**config.mk**
```make
export PLATFORM = sky130hd
export DESIGN_NAME = mem_bus_ctrl
export DESIGN_NICKNAME = d
export VERILOG_FILES = /design/src/rtl/mem_map_pkg.sv /design/src/rtl/mem_addr_decode.sv /design/src/rtl/mem_bus_ctrl.sv
export SDC_FILE = /design/constraint.sdc
export NUM_CORES = 1
export LEC_CHECK = 0
export BUFFER_PORTS_ARGS = -buffer_cell sky130_fd_sc_hd__buf_2
export CAP_MARGIN = 20
export CORE_MARGIN = 2
export CORE_UTILIZATION = 42
export DETAILED_ROUTE_END_ITERATION = 8
export MAX_ROUTING_LAYER = met4
export PLACE_DENSITY = 0.76
export SYNTH_ARGS = -nofsm -noshare
export SYNTH_HDL_FRONTEND = slang
export SYNTH_SLANG_ARGS = --single-unit
```
**constraint.sdc**
```tcl
create_clock -name clk -period 1.6 [get_ports clk]
set_clock_uncertainty 0.1 [all_clocks]
set_input_delay 0.08 -clock clk [delete_from_list [all_inputs] [get_ports clk]]
set_output_delay 0.08 -clock clk [all_outputs]
set_load 0.05 [all_outputs]
```
**src/rtl/mem_map_pkg.sv**
```systemverilog
// Package: mem_map_pkg
// Memory map constants, region and FSM state types shared by the CPU-side
// memory bus controller and its address decoder.
//   ROM      : 0 .. RW_BASE-1
//   RW RAM   : RW_BASE .. RW_TOP
//   OUT port : OUT_PORT_ADR (write-only)
//   IN port  : IN_PORT_ADR  (read-only)
//   everything else from 224 up is unmapped I/O space.
// Optional feature macro used by users of this package: MEM_BUS_FAULT_EN.
package mem_map_pkg;

  localparam logic [7:0] RW_BASE      = 8'd128;
  localparam logic [7:0] RW_TOP       = 8'd223;
  localparam logic [7:0] OUT_PORT_ADR = 8'd224;
  localparam logic [7:0] IN_PORT_ADR  = 8'd240;

  typedef enum logic [2:0] {
    REG_ROM,
    REG_RW,
    REG_OUT,
    REG_IN,
    REG_NONE
  } region_t;

  typedef enum logic [1:0] {
    IDLE,
    ACCESS,
    READ,
    ACK
  } state_t;

  // An access faults when it targets something that cannot honour it:
  // stores to ROM or the input port, loads from the output port, and
  // anything at all in the unmapped I/O holes.
  function automatic logic access_faults(input region_t region, input logic we);
    logic f;
    case (region)
      REG_ROM: f = we;
      REG_RW:  f = 1'b0;
      REG_OUT: f = ~we;
      REG_IN:  f = we;
      default: f = 1'b1;
    endcase
    return f;
  endfunction

endpackage

```
**src/rtl/mem_addr_decode.sv**
```systemverilog
// Module: mem_addr_decode
// Combinational byte-address to memory-region decoder.
// Ports:
//   addr   in  8  byte address
//   region out    region_t of that address
// Compares are unsigned 8-bit with no wrap-around, so 255 is unmapped I/O.
module mem_addr_decode
  import mem_map_pkg::*;
(
  input  logic [7:0] addr,
  output region_t    region
);

  always_comb begin
    region = REG_NONE;
    if (addr < RW_BASE) begin
      region = REG_ROM;
    end else if (addr <= RW_TOP) begin
      region = REG_RW;
    end else if (addr == OUT_PORT_ADR) begin
      region = REG_OUT;
    end else if (addr == IN_PORT_ADR) begin
      region = REG_IN;
    end
  end

endmodule

```
**src/rtl/mem_bus_ctrl.sv**
```systemverilog
// Module: mem_bus_ctrl
// CPU-side memory bus controller in front of a 128x8 sync ROM, a 96x8 sync
// RW RAM and the I/O port registers. One load/store is handled at a time.
// Ports:
//   clk, reset (async, active-high)
//   cpu_req/cpu_we/cpu_addr/cpu_wdata  CPU request; cpu_ack/cpu_rdata response
//   mem_address/mem_we/mem_data_in     registered drive to ROM / RW RAM
//   rom_data_out/rw_data_out           sync read data from ROM / RW RAM
//   port_in/port_out                   external input port / output register
//   bus_fault                          present only with MEM_BUS_FAULT_EN
//   dbg_state                          current FSM state
// Handshake: the request is sampled only in IDLE; the CPU holds cpu_req and
// its request fields stable until cpu_ack. cpu_ack is a single-cycle pulse in
// ACK; cpu_req is ignored during ACK, and a request still high in the
// following IDLE cycle is accepted as a new transaction.
// Configuration macro: MEM_BUS_FAULT_EN adds the bus_fault output.
module mem_bus_ctrl
  import mem_map_pkg::*;
(
  input  logic       clk,
  input  logic       reset,
  input  logic       cpu_req,
  input  logic       cpu_we,
  input  logic [7:0] cpu_addr,
  input  logic [7:0] cpu_wdata,
  output logic       cpu_ack,
  output logic [7:0] cpu_rdata,
  output logic [7:0] mem_address,
  output logic       mem_we,
  output logic [7:0] mem_data_in,
  input  logic [7:0] rom_data_out,
  input  logic [7:0] rw_data_out,
  input  logic [7:0] port_in,
  output logic [7:0] port_out,
`ifdef MEM_BUS_FAULT_EN
  output logic       bus_fault,
`endif
  output state_t     dbg_state
);

  state_t     state_q, state_d;
  region_t    cpu_region;
  region_t    region_q;
  logic       we_q;
  logic [7:0] rd_sel;

  mem_addr_decode u_decode (
    .addr   (cpu_addr),
    .region (cpu_region)
  );

  always_ff @(posedge clk or posedge reset) begin
    if (reset) state_q <= IDLE;
    else       state_q <= state_d;
  end

  always_comb begin
    state_d = state_q;
    case (state_q)
      IDLE:    if (cpu_req) state_d = ACCESS;
      ACCESS:  state_d = we_q ? ACK : READ;
      READ:    state_d = ACK;
      ACK:     state_d = IDLE;
      default: state_d = IDLE;
    endcase
  end

  // Read data mux, selected by the region latched with the request.
  always_comb begin
    rd_sel = 8'h00;
    case (region_q)
      REG_ROM: rd_sel = rom_data_out;
      REG_RW:  rd_sel = rw_data_out;
      REG_IN:  rd_sel = port_in;
      default: rd_sel = 8'h00;
    endcase
  end

  always_ff @(posedge clk or posedge reset) begin
    if (reset) begin
      mem_address <= 8'h00;
      mem_we      <= 1'b0;
      mem_data_in <= 8'h00;
      cpu_rdata   <= 8'h00;
      port_out    <= 8'h00;
      region_q    <= REG_ROM;
      we_q        <= 1'b0;
    end else begin
      case (state_q)
        IDLE: begin
          if (cpu_req) begin
            mem_address <= cpu_addr;
            mem_data_in <= cpu_wdata;
            // Only the RW RAM ever sees a write strobe.
            mem_we      <= cpu_we && (cpu_region == REG_RW);
            region_q    <= cpu_region;
            we_q        <= cpu_we;
          end
        end
        ACCESS: begin
          // The memories sample on this edge; drop the strobe right after.
          mem_we <= 1'b0;
          if (we_q && (region_q == REG_OUT)) port_out <= mem_data_in;
        end
        READ: begin
          cpu_rdata <= rd_sel;
        end
        default: ;
      endcase
    end
  end

  assign cpu_ack   = (state_q == ACK);
  assign dbg_state = state_q;

`ifdef MEM_BUS_FAULT_EN
  logic fault_q;

  always_ff @(posedge clk or posedge reset) begin
    if (reset) begin
      fault_q <= 1'b0;
    end else if ((state_q == IDLE) && cpu_req) begin
      fault_q <= access_faults(cpu_region, cpu_we);
    end
  end

  assign bus_fault = fault_q && (state_q == ACK);
`endif

endmodule

```
==> results.json, run 1 <==
{
  "async_flop_share_pct": 100,
  "p_sw_uw": 2620,
  "num_io_pins": 80,
  "dieWidth_um": 69.0,
  "synth_top_area_share_pct": 55.0,
  "finalCriticalPeriod_ps": 1560,
  "syn_area_mm2": 0.00177,
  "drive_gt1_share_pct": 51.4,
  "viasPerCell": 4.92,
  "worst_pin_slew_ps": 547,
  "crit_chain": "inv_2 -> ha_4 -> nand2_4 -> nor3_4 -> buf_12 -> mux2_2",
  "ant_nets": 0,
  "hpwl_um": 2970,
  "synth_warnings": 0,
  "ys_top_cells_by_count": "dfrtp_1, mux2_2, inv_1",
  "wirelength_um": 4270,
  "critPathKind": "register to register",
  "cap_violations": 0,
  "fmax_mhz": 639,
  "leakagePower_uw": 0.00130,
  "die_h_um": 69.0,
  "powerDensity_mw_per_mm2": 2060,
  "grt_pass1_vias": 1445,
  "cp.arrival_ps": 1630,
  "clock-sinks": 39,
  "switching_share_pct": 49.2,
  "drc": 0,
  "min_path_type": "input port to register",
  "row_count": 23,
  "numPortBuffers": 79,
  "grt_max_degree": 40,
  "relSlewSlack_pct": 63.2,
  "ys_types": 24,
  "cts-root-buf": "clkbuf_8",
  "hold_viol_final": 0,
  "grt_antenna_before_repair": 0,
  "wl_per_cell_um": 14.1,
  "end_kind": "register",
  "setup_violations": 0,
  "rsz0062_at_grt": "yes",
  "drtIter0Drc": 24,
  "post-route-util_pct": 64.3,
  "vias": 1492,
  "area_growth_pct": 46.2,
  "synth_most_common_cell": "dfrtp_1",
  "grt_usage_pct": 18.6,
  "syn_inst": 146,
  "nets": 300,
  "ys_seq_elements": 39,
  "htree_levels": 2,
  "clockBufferDepth": 2,
  "syn-num-nets": 194,
  "slowest_stage": "dfrtp_2",
  "path_max_fanout": 8,
  "outcome": "completed",
  "synth_area_per_cell_um2": 12.1,
  "yosys-top-cells-area": "dfrtp_1, mux2_2, mux2i_1",
  "cts_tree": "built",
  "ys_seq_area_share_pct": 55.0,
  "initial_core_util_pct": 44.0,
  "grt_pass1_wl_um": 6190,
  "maxSlewViolCount": 0,
  "yosys.area.top_type": "dfrtp_1",
  "peakVddDrop_mv": 1.27,
  "gp_congestion": 0.826,
  "clk_pin_slew_ps": 70,
  "synth_enable_flop_cells": 0,
  "overflow": 0,
  "max_stage_delay_ps": 410,
  "ff2ff_setup_slack_ps": 40,
  "hold_ws_ps": 60.7,
  "finalCritPeriodShare_pct": 97.8,
  "power_frac_clock_pct": 13.5,
  "crit_path_start_kind": "register",
  "crit_buf_inv": 2,
  "combPwrFrac_pct": 55.7,
  "seqPwrFrac_pct": 30.8,
  "cp_top_family": "flip-flops",
  "nFillCells": 325,
  "p_int_uw": 2710,
  "cts_buffers": 5,
  "fp.coreArea_mm2": 0.00403,
  "crit_required_ps": 1670,
  "firstDrtPassIters": 4,
  "dieArea_mm2": 0.00476,
  "synth-main-ff-cell": "dfrtp_1",
  "diodes": 0,
  "clk-insertion-delay-late_ps": 280
}
## power by group through the flow
stage	Clock [µW]	Sequential (µW)	Combinational [µW]
2_1_floorplan	0	2890	1010
3_3_place_gp	0	1640	2870
3_5_place_dp	0	1650	2910
4_1_cts	737	1640	2950
5_1_grt	781	1700	3150
6_report	720	1640	2970
## routing by layer
layer | vias to the layer above | wire length, µm | global-route usage [%]
li1 | 722 | - | -
met1 | 694 | 1760 | 21.1
met2 | 72 | 2120 | 32.7
met3 | 4 | 377 | 5.03
met4 | 0 | 14 | 4.41
met5 | - | 0 | -
## kinds of logic (layout without fill, tap and decap cells)
group / Yosys count / after routing / share of synthesized area (%)
adder cells (fa/ha/maj): 4 / 4 / 2.82
AND/OR/NAND/NOR: 27 / 28 / 8.54
AO/OA/AOI/OAI: 25 / 25 / 9.10
buffers and inverters: 19 / 125 / 4.73
multiplexers: 32 / 32 / 19.8
flip-flops: 39 / 39 / 55.0
## state kept, by name (all words and copies together), names as in the netlist
name and cells:
port_out 8, we_q 1, cpu_rdata 8, mem_address 8, region_q 3, mem_we 1, mem_data_in 8, dbg_state 2
## final cells by class
cell class / count / area [µm²] / share of cell area, %
repair buffers: 105 / 648 / 25.0
well taps: 50 / 62.6 / 2.41
multi-input cells: 89 / 757 / 29.2
clock buffers: 8 / 100 / 3.86
flip-flops and latches: 39 / 978 / 37.8
inverters: 12 / 45.0 / 1.74
## worst paths after layout
kind                       cells after the start         start            to
setup / recovery                               6  dbg_state[1]   port_out[4]
hold reg to reg                                1   port_out[5]   port_out[5]
setup reg to reg                               6  dbg_state[1]   port_out[4]
min in group asynchronous                      4         reset   port_out[1]
hold / removal                                 4    port_in[0]  cpu_rdata[0]
max in group asynchronous                      4         reset  dbg_state[0]
## per-stage QoR
| step | setup slack, ps | instances | cell area (µm²) | setup TNS, ps | total power (µW) |
|---|---|---|---|---|---|
| floorplan | -101 | 146 | 1820 | -1500 | 3900 |
| global placement | 77.2 | 275 | 2290 | 0 | 4510 |
| detailed placement | 27.9 | 275 | 2290 | 0 | 4560 |
| CTS | 11.1 | 301 | 2570 | 0 | 5330 |
| global route | -14.2 | 303 | 2590 | -58.7 | 5630 |
| finish | 35.5 | 303 | 2590 | 0 | 5330 |
## repair_timing
action | 4_1_cts | 5_1_grt
setup endpoints to repair | 0 | 16
hold buffers | 18 | 0
hold endpoints to repair | 59 | 0
buffers inserted | 0 | 1
resized for setup | 0 | 2
## cells in the final DEF (no fill, tap or decap), types with 2 or more instances in the layout
cell	synthesis	routed
and2_4	0	2
dlygate4sd3_1	0	18
nand2_1	9	7
o22ai_1	9	9
o21a_1	8	8
mux2i_1	8	8
inv_2	0	2
inv_1	12	10
o21ai_0	5	5
buf_2	4	79
mux2_2	24	22
ha_1	4	2
dfrtp_1	39	37
nand4_1	2	2
clkbuf_8	0	7
buf_4	0	7
nand3_1	9	9
dfrtp_2	0	2
mux2_4	0	2
## tightest hold or removal path, delay by kind of cell
family | cells | cell delay, ps
compound gates | 2 | 160
simple gates | 1 | 70
buf+inv | 1 | 90
Note: power is estimated with default switching activity, not from simulation.
==> run 2, diff against run 1 <==
--- a/config.mk
+++ b/config.mk
@@ -8,10 +8,11 @@
 export BUFFER_PORTS_ARGS = -buffer_cell sky130_fd_sc_hd__buf_2
 export CAP_MARGIN = 20
 export CORE_MARGIN = 2
-export CORE_UTILIZATION = 42
+export CORE_UTILIZATION = 46
+export CTS_CLUSTER_DIAMETER = 40
 export DETAILED_ROUTE_END_ITERATION = 8
 export MAX_ROUTING_LAYER = met4
-export PLACE_DENSITY = 0.76
+export PLACE_DENSITY = 0.78
 export SYNTH_ARGS = -nofsm -noshare
 export SYNTH_HDL_FRONTEND = slang
 export SYNTH_SLANG_ARGS = --single-unit
==> constraint.sdc (replaced) <==
create_clock -name clk -period 1.7 [get_ports clk]
set_clock_uncertainty 0.1 [all_clocks]
set_input_delay 0.085 -clock clk [delete_from_list [all_inputs] [get_ports clk]]
set_output_delay 0.085 -clock clk [all_outputs]
set_load 0.05 [all_outputs]
==> run 2 against run 1 <==
Non-clock buffer count decreased by 2. Routed wire length decreased by 6.8%. Setup slack improved by 43 ps. Clock power decreased by 21%. Via count decreased by 2.3%. Die area decreased by 8.2%. Cell count decreased by 2.0%. Clock-buffer cell count decreased by 1. Highest routed layer unchanged.
==> results.json, run 2 (synthesis gave the netlist of run 1 again) <==
{
  "finalCritPeriodShare_pct": 95.4,
  "cp.arrival_ps": 1690,
  "setup_violations": 0,
  "holdPathStages": 3,
  "crit_buf_inv": 2,
  "crit_start": "dbg_state[1]",
  "dieWidth_um": 66.1,
  "row_count": 22,
  "grt_max_degree": 21,
  "clk_pin_slew_ps": 70,
  "max_stage_delay_ps": 440,
  "clockBufferDepth": 2,
  "r2r_start": "dbg_state[1]",
  "ant_nets": 0,
  "crit_required_ps": 1760,
  "critPathKind": "register to register",
  "numPortBuffers": 79,
  "wl_per_cell_um": 13.4,
  "cts_tree": "built",
  "clk-insertion-delay-late_ps": 280,
  "firstDrtPassIters": 4,
  "outcome": "completed",
  "initial_core_util_pct": 48.1,
  "nets": 297,
  "leakagePower_uw": 0.00127,
  "reg2reg_to": "port_out[6]",
  "fmax_mhz": 617,
  "cts_buffers": 5,
  "hpwl_um": 2800,
  "hold_viol_final": 0,
  "clock-sinks": 39,
  "cts_setup_buffers": 0,
  "relSlewSlack_pct": 64.4,
  "num_io_pins": 80,
  "ff2ff_setup_slack_ps": 80,
  "holdPathEnd": "dbg_state[1]",
  "overflow": 0,
  "min_path_type": "input port to register",
  "grt_antenna_before_repair": 0,
  "cts-root-buf": "clkbuf_8",
  "ff2ff_path_depth": 6,
  "viasPerCell": 4.91,
  "cap_violations": 0,
  "wirelength_um": 3980,
  "fin_setup_tns_ps": 0,
  "path_max_fanout": 8,
  "grt_pass1_wl_um": 6410,
  "cp_top_family": "flip-flops",
  "drc": 0,
  "fin_area_mm2": 0.00255,
  "area_growth_pct": 43.8,
  "rsz0062_at_grt": "no",
  "crit_chain": "inv_2 -> ha_4 -> nand2_2 -> nor3_4 -> buf_12 -> mux2_2",
  "htree_levels": 2,
  "drive_gt1_share_pct": 50.2,
  "diodes": 0,
  "die_h_um": 66.1,
  "grt_usage_pct": 20.2,
  "layout_common_cells": "buf_2, dfrtp_1, mux2_2",
  "maxSlewViolCount": 0,
  "fp.coreArea_mm2": 0.00369,
  "grt_pass1_vias": 1418,
  "gp_congestion": 0.740,
  "final_common_cell": "buf_2",
  "dieArea_mm2": 0.00437,
  "vias": 1457,
  "worst_pin_slew_ps": 530,
  "finalCriticalPeriod_ps": 1620,
  "drtIter0Drc": 34,
  "placed_area_mm2": 0.00229,
  "powerDensity_mw_per_mm2": 1890,
  "end_kind": "register",
  "hp-start": "cpu_req",
  "crit_path_start_kind": "register",
  "peakVddDrop_mv": 1.22,
  "slowest_stage": "dfrtp_2"
}
[run 2: tightest hold or removal path: stages]
cell and delay [ps]:
buf_2 100, nand2b_1 130, o21ai_0 80
[run 2: layout make-up]
| type | instances | area, µm² |
|---|---|---|
| Clock buffer | 7 | 76.3 |
| Fill cell | 293 | 1140 |
| Inverter | 12 | 45.0 |
| Multi-Input combinational cell | 88 | 743 |
| Sequential cell | 39 | 978 |
| Tap cell | 48 | 60.1 |
| Timing Repair Buffer | 103 | 646 |
[run 2: how the worst max path moves through the flow]
stage / to / depth (start not counted)
floorplan: port_out[2] / 5
global placement: mem_address[0] / 4
detailed placement: mem_address[5] / 4
CTS: mem_address[2] / 4
global route: we_q / 4
finish: port_out[6] / 6
[run 2: stage by stage]
stage               hold WS [ps]  total power [µW]  utilization [%]  worst slack, ps  std cells
floorplan                    104              3650                -            -17.9        146
global placement            46.9              4190             62.1             82.0        272
detailed placement          47.1              4230             62.1             48.4        272
CTS                         37.5              4850             69.0             26.9        297
global route                70.6              5090             69.1             10.9        297
finish                      49.6              4810             69.1             78.3        297
[run 2: what timing repair did]
action / in CTS / in global routing
gates resized for setup: 0 / 1
hold buffers: 18 / 0
endpoints found under the hold margin: 29 / 0
endpoints found under the setup margin: 0 / 7
[run 2: metal layers]
layer / up-vias / GRT usage, % / routed length, µm
li1: 720 / - / -
met1: 663 / 24.6 / 1720
met2: 69 / 33.6 / 1880
met3: 5 / 5.28 / 324
met4: 0 / 4.85 / 49
met5: - / - / 0
[run 2: power by group]
part | total (µW) | internal, µW | switching, µW
logic | 2700 | 819 | 1880
clock network | 570 | 282 | 288
registers | 1540 | 1310 | 234
total | 4810 | 2410 | 2400
==> run 3, diff against run 2 <==
--- a/config.mk
+++ b/config.mk
@@ -7,12 +7,15 @@
 export LEC_CHECK = 0
 export BUFFER_PORTS_ARGS = -buffer_cell sky130_fd_sc_hd__buf_2
 export CAP_MARGIN = 20
+export CELL_PAD_IN_SITES_DETAIL_PLACEMENT = 1
+export CELL_PAD_IN_SITES_GLOBAL_PLACEMENT = 2
 export CORE_MARGIN = 2
-export CORE_UTILIZATION = 46
+export CORE_UTILIZATION = 28
 export CTS_CLUSTER_DIAMETER = 40
 export DETAILED_ROUTE_END_ITERATION = 8
+export GPL_TIMING_DRIVEN = 0
 export MAX_ROUTING_LAYER = met4
-export PLACE_DENSITY = 0.78
+export PLACE_DENSITY_LB_ADDON = 0.1
 export SYNTH_ARGS = -nofsm -noshare
 export SYNTH_HDL_FRONTEND = slang
 export SYNTH_SLANG_ARGS = --single-unit
==> run 3 against run 2 <==
Setup slack worse by 7.9 ps. Total power is 3.2% higher. Combinational power is 5% higher. Register-to-register slack hardly changed. Cell count is 10% higher. Sequential power hardly changed. Critical path type unchanged. Largest cell class unchanged.
==> results.json, run 3 (synthesis gave the netlist of run 1 again) <==
{
  "clk-insertion-delay-late_ps": 290,
  "clock-sinks": 39,
  "drc": 0,
  "critPathKind": "register to register",
  "overflow": 0,
  "die_h_um": 83.6,
  "hold_ws_ps": 53.2,
  "grt_pass1_wl_um": 8400,
  "peakVddDrop_mv": 0.803,
  "ant_nets": 0,
  "grt_usage_pct": 15.4,
  "fin_ws_ps": 70.4,
  "final_common_cell": "buf_2",
  "powerDensity_mw_per_mm2": 1910,
  "dieWidth_um": 83.6,
  "num_io_pins": 80,
  "gr-usage-met2_pct": 27.2,
  "crit_path_start_kind": "register",
  "cts-root-buf": "clkbuf_8",
  "path_max_fanout": 8,
  "grt_pass1_vias": 1743,
  "gp_congestion": 0.778,
  "min_path_type": "input port to register",
  "clockBufferDepth": 2,
  "dieArea_mm2": 0.00698,
  "diodes": 0,
  "top_usage_layer": "met2",
  "drive_gt1_share_pct": 50.6,
  "final_cells": 328,
  "cp.arrival_ps": 1700,
  "setup_violations": 0,
  "multi_input_area_um2": 751,
  "htree_levels": 2,
  "grt_use_met3_pct": 4.45,
  "wirelength_um": 4940,
  "firstDrtPassIters": 3,
  "dp_cells": 300,
  "outcome": "completed",
  "initial_core_util_pct": 29.4,
  "cap_violations": 0,
  "finalCritPeriodShare_pct": 95.9,
  "numPortBuffers": 79,
  "relSlewSlack_pct": 44.6,
  "vias": 1525,
  "end_kind": "register",
  "hpwl_um": 3640,
  "power_uw": 4970,
  "nets": 301,
  "grt_max_degree": 40,
  "wl_per_cell_um": 15.1,
  "row_count": 28,
  "viasPerCell": 4.65,
  "crit_required_ps": 1770,
  "place_ws_ps": -178,
  "worst_pin_slew_ps": 829,
  "layout_common_cells": "buf_2, dfrtp_1, mux2_2",
  "hold_viol_final": 0,
  "fmax_mhz": 614,
  "nFillCells": 683,
  "grt_antenna_before_repair": 0,
  "fp.coreArea_mm2": 0.00603,
  "maxSlewViolCount": 0,
  "finalCriticalPeriod_ps": 1630,
  "post-route-util_pct": 43.2,
  "cts_tree": "built",
  "clk_pin_slew_ps": 70,
  "register_area_um2": 978,
  "drtIter0Drc": 35,
  "grtUsageMet1_pct": 17.4,
  "area_growth_pct": 46.9,
  "cts_buffers": 5,
  "leakagePower_uw": 0.00129
}
-- run 3: stage by stage --
step	setup TNS (ps)	instance area [µm²]
floorplan	-108	1810
finish	0	2600
global placement	-962	2300
global route	-1.32	2600
detailed placement	-1660	2300
CTS	0	2590
-- run 3: timing repair --
item	CTS	global route
pin swaps	2	1
hold buffers	18	0
endpoints found under the hold margin	58	0
buffers inserted	2	1
resized for setup	1	1
setup endpoints to repair	16	18
-- run 3: path summary, 6_finish.rpt --
kind	depth (start not counted)	startpoint	end	slack [ps]
max in group asynchronous	3	reset	dbg_state[1]	510
worst min-delay path	3	cpu_req	dbg_state[1]	50
min in group asynchronous	3	reset	cpu_rdata[2]	410
worst max-delay path	6	dbg_state[1]	port_out[4]	70
worst max register to register	6	dbg_state[1]	port_out[4]	70
worst min register to register	2	mem_address[7]	mem_address[7]	380
-- run 3: final cells by class --
class / count / share of cell area [%]
multi-input cells: 88 / 28.8
repair buffers: 100 / 23.5
clock buffers: 7 / 2.93
flip-flops and latches: 39 / 37.6
well taps: 75 / 3.60
plain buffers: 7 / 1.87
inverters: 12 / 1.73
-- run 3: critical path, cell delays in order, from the launching register on --
cell and delay [ps]:
dfrtp_2 430, inv_2 110, ha_4 160, nand2_2 80
nor3_4 150, buf_12 150, mux2_2 330
-- run 3: per-layer routing --
| layer | up-vias | share of wire, % |
|---|---|---|
| met3 | 2 | 6.0 |
| met2 | 58 | 53 |
| met1 | 739 | 40 |
| li1 | 726 | - |
| met4 | 0 | 0.40 |
| met5 | - | 0 |
-- run 3: where the power goes --
group	internal [µW]	leakage, µW	switching [µW]
Clock	283	0.0000383	301
Sequential	1310	0.000488	237
Combinational	886	0.000760	1950
Total	2480	0.00129	2490
